File: src/rtl/xbus_pkg.sv
// Shared types and constants for the peripheral-bus controller: FSM state,
// default page map, error data and status-word layout.
package xbus_pkg;

  typedef enum logic [1:0] {
    ST_IDLE,
    ST_WAIT,
    ST_RESP,
    ST_DONE
  } state_t;

  localparam logic [7:0]  GPIO_PAGE    = 8'h40;
  localparam logic [7:0]  SPI_PAGE     = 8'h50;
  localparam logic [7:0]  UART_PAGE    = 8'h60;
  localparam logic [7:0]  SPARE_PAGE   = 8'h70;
  localparam logic [7:0]  STAT_PAGE    = 8'hF0;
  localparam logic [31:0] ERR_DATA_DEF = 32'hFFFF_FFFF;

  localparam int STAT_PAGE_LSB  = 0;
  localparam int STAT_FAULT_BIT = 16;
  localparam int STAT_CNT_LSB   = 24;

  function automatic logic [31:0] status_word(input logic [7:0] cnt,
                                              input logic       flag,
                                              input logic [7:0] pg);
    logic [31:0] word;
    word                        = '0;
    word[STAT_CNT_LSB +: 8]     = cnt;
    word[STAT_FAULT_BIT]        = flag;
    word[STAT_PAGE_LSB +: 8]    = pg;
    return word;
  endfunction

endpackage

File: src/rtl/xbus_decode.sv
// Combinational page decoder: one-hot slot select plus slot-hit and
// status-page flags.
module xbus_decode import xbus_pkg::*; #(
  parameter int                AWIDTH     = 8,
  parameter logic [AWIDTH-1:0] SLOT0_ADDR = AWIDTH'(GPIO_PAGE),
  parameter logic [AWIDTH-1:0] SLOT1_ADDR = AWIDTH'(SPI_PAGE),
  parameter logic [AWIDTH-1:0] SLOT2_ADDR = AWIDTH'(UART_PAGE),
  parameter logic [AWIDTH-1:0] SLOT3_ADDR = AWIDTH'(SPARE_PAGE),
  parameter logic [AWIDTH-1:0] STAT_ADDR  = AWIDTH'(STAT_PAGE)
) (
  input  logic [AWIDTH-1:0] page,
  output logic [3:0]        sel,
  output logic              hit,
  output logic              stat
);

  assign sel  = {page == SLOT3_ADDR, page == SLOT2_ADDR,
                 page == SLOT1_ADDR, page == SLOT0_ADDR};
  assign hit  = |sel;
  assign stat = (page == STAT_ADDR);

endmodule

File: src/rtl/xbus_ctrl.sv
// Wishbone peripheral-bus controller: routes SERV data-bus accesses to one of
// four IO slots, bounds each access with a timeout and keeps a fault log.
module xbus_ctrl import xbus_pkg::*; #(
  parameter int                AWIDTH     = 8,
  parameter logic [AWIDTH-1:0] SLOT0_ADDR = AWIDTH'(GPIO_PAGE),
  parameter logic [AWIDTH-1:0] SLOT1_ADDR = AWIDTH'(SPI_PAGE),
  parameter logic [AWIDTH-1:0] SLOT2_ADDR = AWIDTH'(UART_PAGE),
  parameter logic [AWIDTH-1:0] SLOT3_ADDR = AWIDTH'(SPARE_PAGE),
  parameter logic [AWIDTH-1:0] STAT_ADDR  = AWIDTH'(STAT_PAGE),
  parameter int                TIMEOUT    = 16,
  parameter logic [31:0]       ERR_DATA   = ERR_DATA_DEF
) (
  input  logic         wb_clk,
  input  logic         wb_rst,
  input  logic [31:0]  wb_dbus_adr,
  input  logic [31:0]  wb_dbus_dat,
  input  logic         wb_dbus_we,
  input  logic         wb_dbus_cyc,
  output logic [31:0]  wb_xbus_rdt,
  output logic         wb_xbus_ack,
  output logic [3:0]   slot_cyc,
  input  logic [3:0]   slot_ack,
  input  logic [127:0] slot_rdt,
  output logic         fault
);

  state_t            state, next_state;
  logic [AWIDTH-1:0] page, page_q;
  logic [3:0]        dec_sel, sel_q;
  logic              dec_hit, dec_stat;
  logic              stat_q, we_q;
  logic [7:0]        timer;
  logic [31:0]       rdt_q;
  logic [7:0]        fault_cnt, fault_page;
  logic              sel_ack, timeout, fault_event;
  logic [31:0]       sel_rdt;

  // Write data and the in-page offset are not routed by this block.
  logic unused_bits;
  assign unused_bits = ^{wb_dbus_dat, wb_dbus_adr[31-AWIDTH:0]};

  assign page = wb_dbus_adr[31 -: AWIDTH];

  xbus_decode #(
    .AWIDTH    (AWIDTH),
    .SLOT0_ADDR(SLOT0_ADDR),
    .SLOT1_ADDR(SLOT1_ADDR),
    .SLOT2_ADDR(SLOT2_ADDR),
    .SLOT3_ADDR(SLOT3_ADDR),
    .STAT_ADDR (STAT_ADDR)
  ) u_decode (
    .page(page),
    .sel (dec_sel),
    .hit (dec_hit),
    .stat(dec_stat)
  );

  // Only the selected slot's ack/data can reach the CPU.
  always_comb begin
    // NOTE: every comb output gets a default first so no latch is inferred.
    sel_ack = 1'b0;
    sel_rdt = '0;
    for (int i = 0; i < 4; i++) begin
      if (sel_q[i]) begin
        sel_ack = sel_ack | slot_ack[i];
        sel_rdt = sel_rdt | slot_rdt[32*i +: 32];
      end
    end
  end

  assign timeout     = (timer == 8'(TIMEOUT - 1));
  assign fault_event = (state == ST_IDLE && wb_dbus_cyc && !dec_hit && !dec_stat) ||
                       (state == ST_WAIT && wb_dbus_cyc && !sel_ack && timeout);

  always_ff @(posedge wb_clk) begin
    // NOTE: sequential state uses non-blocking assignments only.
    if (wb_rst) state <= ST_IDLE;
    else        state <= next_state;
  end

  always_comb begin
    next_state = state;
    unique case (state)
      ST_IDLE: if (wb_dbus_cyc) next_state = dec_hit ? ST_WAIT : ST_RESP;
      ST_WAIT: begin
        if (!wb_dbus_cyc)           next_state = ST_IDLE;
        else if (sel_ack || timeout) next_state = ST_RESP;
      end
      ST_RESP: next_state = ST_DONE;
      ST_DONE: if (!wb_dbus_cyc) next_state = ST_IDLE;
      default: next_state = ST_IDLE;
    endcase
  end

  always_comb begin
    slot_cyc    = (state == ST_WAIT) ? sel_q : 4'b0000;
    wb_xbus_ack = (state == ST_RESP);
    wb_xbus_rdt = wb_xbus_ack ? rdt_q : 32'h0;
  end

  always_ff @(posedge wb_clk) begin
    if (wb_rst) begin
      page_q <= '0;
      sel_q  <= '0;
      stat_q <= 1'b0;
      we_q   <= 1'b0;
      timer  <= '0;
      rdt_q  <= '0;
    end else begin
      unique case (state)
        ST_IDLE: if (wb_dbus_cyc) begin
          page_q <= page;
          sel_q  <= dec_sel;
          stat_q <= dec_stat;
          we_q   <= wb_dbus_we;
          timer  <= '0;
          rdt_q  <= dec_stat ? status_word(fault_cnt, fault, fault_page) : ERR_DATA;
        end
        ST_WAIT: begin
          timer <= timer + 8'd1;
          if (sel_ack)      rdt_q <= sel_rdt;
          else if (timeout) rdt_q <= ERR_DATA;
        end
        default: ;
      endcase
    end
  end

  // Fault log; a status-page write clears it as the ack goes out.
  always_ff @(posedge wb_clk) begin
    if (wb_rst || (state == ST_RESP && stat_q && we_q)) begin
      fault      <= 1'b0;
      fault_cnt  <= '0;
      fault_page <= '0;
    end else if (fault_event) begin
      fault      <= 1'b1;
      fault_page <= (state == ST_IDLE) ? 8'(page) : 8'(page_q);
      if (fault_cnt != 8'hFF) fault_cnt <= fault_cnt + 8'd1;
    end
  end

endmodule
File: config.mk
export PLATFORM = sky130hd
export DESIGN_NAME = xbus_ctrl
export DESIGN_NICKNAME = d
export VERILOG_FILES = /design/src/rtl/xbus_pkg.sv /design/src/rtl/xbus_decode.sv /design/src/rtl/xbus_ctrl.sv
export SDC_FILE = /design/constraint.sdc
export NUM_CORES = 1
export LEC_CHECK = 0
export ABC_AREA = 0
export CAP_MARGIN = 20
export CORE_MARGIN = 5
export CORE_UTILIZATION = 38
export DETAILED_ROUTE_END_ITERATION = 8
export HOLD_SLACK_MARGIN = 0.12
export PLACE_DENSITY_LB_ADDON = 0.25
export SLEW_MARGIN = 30
export SYNTH_ARGS = -nofsm -noshare
export SYNTH_HDL_FRONTEND = slang
export SYNTH_SLANG_ARGS = --single-unit
File: constraint.sdc
create_clock -name wb_clk -period 2.65 [get_ports wb_clk]
set_input_delay 0.53 -clock wb_clk [delete_from_list [all_inputs] [get_ports wb_clk]]
set_output_delay 0.53 -clock wb_clk [all_outputs]
set_load 0.01 [all_outputs]
---- After elaboration in Yosys (flattened, before gate mapping) ----
Cells that the tools add are included.
Widths: inputs -> output; s select.
operators by class
  add/sub/neg operators ................... 2
  equality and inequality tests ........... 14
  multiplexer cells ....................... 24
  bitwise operators ....................... 6
  reductions and logical operators ........ 22
operators with widths
  operator             count
  $mux 32              9
  $or 32x32->32        3
  $pmux 32 s2          1
  $eq 8x7->1 const B   4
  $add 8x1->8 const B  2
  $mux 8               2
  $pmux 8 s2           1
  $mux 2               5
  $eq 8x4->1 const B   1
  $eq 8x8->1 const B   1
  $logic_and 1x1->1    8
  $ne 8x8->1 const B   1
  $pmux 2 s4           1
  $reduce_and 2->1     3
  $reduce_and 3->1     2
  $eq 2x2->1 const B   2
  $mux 1               4
  $mux 4               1
  $ne 2x2->1 const B   2
  $reduce_or 4->1      1
  $logic_not 1->1      3
  $logic_or 1x1->1     3
  $ne 3x2->1 const B   1
  $ne 3x3->1 const B   1
  4 further kinds      6
word-level totals
  register bits after elaboration ......... 73
  bits of input ports ..................... 200
  logic and storage cells ................. 78

---- Logic depth before layout (Yosys ltp) ----
  word-level depth ........................ 12
  depth in mapped cells ................... 8
  mapped depth without buffers ............ 6

---- By module ----
A second synthesis with hierarchy kept.
unflattened totals
  cell total of the unflattened synthesis .. 525
  area total of the unflattened synthesis .. 4310.4 um^2
modules (own cells, without submodules)
  module       times used  cells each  area each (um^2)  seq. area each (um^2)
  xbus_ctrl    1           513         4226.6            1461.4
  xbus_decode  1           12          83.8              0.0

---- Worst setup path before layout ----
OpenSTA, ideal clock, no wires.
  kind .................................... in2reg
  from .................................... in wb_dbus_adr[25]
  to ...................................... reg rdt_q[2]
  library setup time ...................... 132 ps
  arrival time ............................ 2159 ps
  data required time ...................... 2518 ps
  path slack .............................. 359 ps
  stages on the path ...................... 6
  cells stage by stage .................... or4b_1 or4_1 clkbuf_1 clkbuf_1 o221ai_1 a21oi_1
between the ends
  cells in the longest elaborated chain, start to end .. 4
ends and longest elaborated chain
  item                  line               source
  from (decl)           xbus_ctrl.sv:15    input logic [31:0] wb_dbus_adr,
  $eq 8x8->1            xbus_decode.sv:20  assign stat = (page == STAT_ADDR);
  $mux 32               xbus_ctrl.sv:117   rdt_q <= dec_stat ? status_word(fault_cnt, fault, fault_page) : ERR_DATA;
  $mux 32               xbus_ctrl.sv:111   ST_IDLE: if (wb_dbus_cyc) begin
  $pmux 32 s2           xbus_ctrl.sv:110   unique case (state)
  to (signal assigned)  xbus_ctrl.sv:117
  to (signal assigned)  xbus_ctrl.sv:121   if (sel_ack) rdt_q <= sel_rdt;
  to (decl)             xbus_ctrl.sv:33    logic [31:0] rdt_q;
Every way passes these cells. The select of a mux whose other input is x is not followed.
A chain may end at the register's enable or synchronous reset.

---- Final worst setup path ----
  from .................................... in wb_dbus_adr[25]
  to ...................................... reg rdt_q[29]
The elaborated chain is that of the path after synthesis.

==> impl_metrics.yaml <==
sta:
  worst_slack_ns: 0.2321
  worst_slew_pin_slew_ns: 0.5731
  drv_slew: 0
  rsz0062_at_grt: "no"
  period_minus_slack_ns: 2.418
  fin_worst_skew_ns: 0.007793
  fmax_ghz: 0.4136
  hold_viol_final: 0
  setup_violations: 0
  maxSlewHeadroom_pct: 61.80
  fin_crit_sh_pct: 91.24
logic_synthesis:
  syn_area_um2: 4046
  yosysSeqAreaShare_pct: 36.12
  synth_area_per_cell_um2: 7.606
  yosys_warnings: 0
  synthDistinctLibCells: 46
  synth_flop_cell: "dfxtp_1"
  async_reset_ff_share_pct: 0
  synth_nets: 734
  ys_seq_elements: 73
  syn-instance-count: 532
  synth_edf_count: 0
place:
  dp_cells: 824
  port_buffers: 181
  place.detailed.hpwl_um: 10840
  dp_slack_ns: -0.1347
  placed_area_um2: 6077
  gp_congestion: 0.8781
clock_tree:
  clockRootBuffer: "clkbuf_8"
  clock-sinks: 73
  post_cts_buffers: 0
  cts_tree: "built"
  cts_buffer_depth: 2
  clkTransAtPathRegs_ns: 0.07
  htree_levels: 3
  clk_latency_ns: 0.35
  cts-hold-fix-buffers: 0
  cts_resized: 0
  numCtsBuffers: 9
floorplanning:
  ios: 238
  dieHeight_um: 113.2
  core-area_um2: 10370
  start_util_pct: 39.02
  die_x_um: 113.2
  num_rows: 37
  die_area_um2: 12810
setup_path:
  worstPathArrival_ns: 2.64
  cp.required_ns: 2.87
  worst_path_max_delay_cell: "or4b_1"
  cp_max_fo: 32
  end_kind: "register"
  critPathLaunchType: "input port"
  worst-setup-path-type: "input port to register"
  max_stage_delay_ns: 0.61
  cp_cell_sequence: "clkdlybuf4s50_1, or4b_1, or4_1, buf_12, o221ai_1, a21oi_1"
  worst-r2r-setup-slack_ns: 0.31
routing:
  drt_iter0_markers: 311
  num_vias: 4717
  routed_wl_um: 14590
  via_per_inst: 5.622
  drcViolationCount: 0
  wl_per_cell_um: 17.39
  dr.pass1.iters: 5
  drt.antenna.violating_nets: 0
grt:
  grt_pass1_vias: 4468
  gr-total-overflow: 0
  grt_pass1_wl_um: 22870
  top_usage_layer: "met2"
  antenna_found_initial: 0
  met1_usage_pct: 27.58
  grt_use_met3_pct: 5.027
  grt_max_degree: 36
  grt_use_met2_pct: 36.89
  gr-usage-all-layers_pct: 21.72
finish:
  fin_cells: 839
  syn_to_final_growth_pct: 54.70
  antenna_cells: 0
  final_core_utilization_pct: 60.36
  drive_gt1_share_pct: 7.255
  final_area_um2: 6260
  finalNetCount: 901
min_path:
  hold_path.class: "register to register"
pwr:
  p_leak_nw: 2.334
  p_per_area_nw_per_um2: 433.0
  peakVddDrop_uv: 243.9
flow_run:
  cap_viol_max_count: 0
outcome:
  status: "finished clean"
-- state kept, by name, summed over array words and instances, names as in the netlist --
register,flops
rdt_q,32
fault_cnt,8
fault_page,8
page_q,8
timer,8
sel_q,4
state,2
fault,1
stat_q,1
we_q,1
-- metrics by stage --
| step | power, mW | hold slack (ns) | setup TNS (ns) |
|---|---|---|---|
| 6_report | 2.710 | 0.4472 | 0 |
| 5_1_grt | 2.845 | 0.4673 | 0 |
| 3_5_place_dp | 1.939 | 0.4398 | -2.284 |
| 4_1_cts | 2.730 | 0.4508 | 0 |
| 2_1_floorplan | 1.539 | 0.4273 | 0 |
| 3_3_place_gp | 1.920 | 0.4338 | -1.123 |
-- cell families (layout without fill, tap and decap cells) --
family                     Yosys count  after routing  synth area share (%)
xor gates and xnor gates             3              3                0.6495
DFF                                 73             73                 36.12
buffers and inverters               55            226                 5.751
adders and majority gates            2              2                0.6183
AOI/OAI and AO/OA                  195            195                 33.12
and+or+nand+nor                    204            204                 23.75
-- cell usage after synthesis, types with 2 or more instances --
cell        n  area (um2)
o211ai_1   15       112.6
nand3_1     5       25.02
buf_6       3       33.78
o21ai_0    12       60.06
o221ai_1   17       148.9
a311oi_1    9       78.83
buf_1       2       7.510
xor2_1      3       26.28
nor4_1      2       12.51
nand4_1     5       31.28
nand2_1   104       390.4
dfxtp_1    73        1461
and2_1     36       225.2
nor3_1      3       15.01
or2_2       2       12.51
or3_1       4       25.02
ha_1        2       25.02
a31oi_1     3       18.77
nor2b_1     2       12.51
a21oi_1    55       275.3
a41o_1      2       20.02
a31o_2      2       17.52
and3_1      3       18.77
buf_2       3       15.01
inv_1       3       11.26
or4_1       5       37.54
nor2_1     27       101.4
a22oi_1    65       488.0
clkbuf_1   44       165.2
o31ai_1     5       37.54
-- placed cells by master (no fill, tap or decap), types with 4 or more instances in the layout --
master,instances
a21oi_1,55
a22oi_1,65
a311oi_1,9
and2_1,36
buf_12,4
buf_4,23
clkbuf_8,11
clkdlybuf4s50_1,180
dfxtp_1,73
nand2_1,104
nand3_1,5
nand4_1,5
nor2_1,27
o211ai_1,15
o21ai_0,12
o221ai_1,17
o31ai_1,4
or3_1,4
or4_1,5
-- layer usage --
metal | up-vias | part of all wire, %
li1 | 2291 | -
met1 | 2195 | 43
met2 | 211 | 48
met3 | 20 | 7.9
met4 | 0 | 1.7
met5 | - | 0
-- path summary, 6_finish.rpt --
path                           from                   endpoint  cells past startpoint
max                 wb_dbus_adr[25]     rdt_q[29]$_SDFFE_PP0P_                      6
min          rdt_q[27]$_SDFFE_PP0P_     rdt_q[27]$_SDFFE_PP0P_                      2
max reg2reg   timer[0]$_SDFFE_PP0P_  fault_cnt[4]$_SDFFE_PP0P_                      6
min reg2reg  rdt_q[27]$_SDFFE_PP0P_     rdt_q[27]$_SDFFE_PP0P_                      2
-- critical path: cells and delay by family --
family | cells | cell delay [ns]
AO/OA/AOI/OAI | 2 | 0.31
buffers and inverters | 2 | 0.62
AND/OR/NAND/NOR | 2 | 1.18
-- where the power goes --
group	switching [mW]	total, mW	internal [mW]
Clock	0.411	0.796	0.385
Combinational	0.291	0.678	0.387
Sequential	0.0472	1.24	1.19
-- cell type report --
cell class | instances | area (um2)
fillers | 916 | 4110
inverters | 3 | 11.26
multi-input cells | 404 | 2377
clock inverters | 4 | 28.78
flip-flops and latches | 73 | 1461
clock buffers | 11 | 151.4
well taps | 136 | 170.2
repair buffers | 208 | 2059
Power figures use the tool's default switching activity.
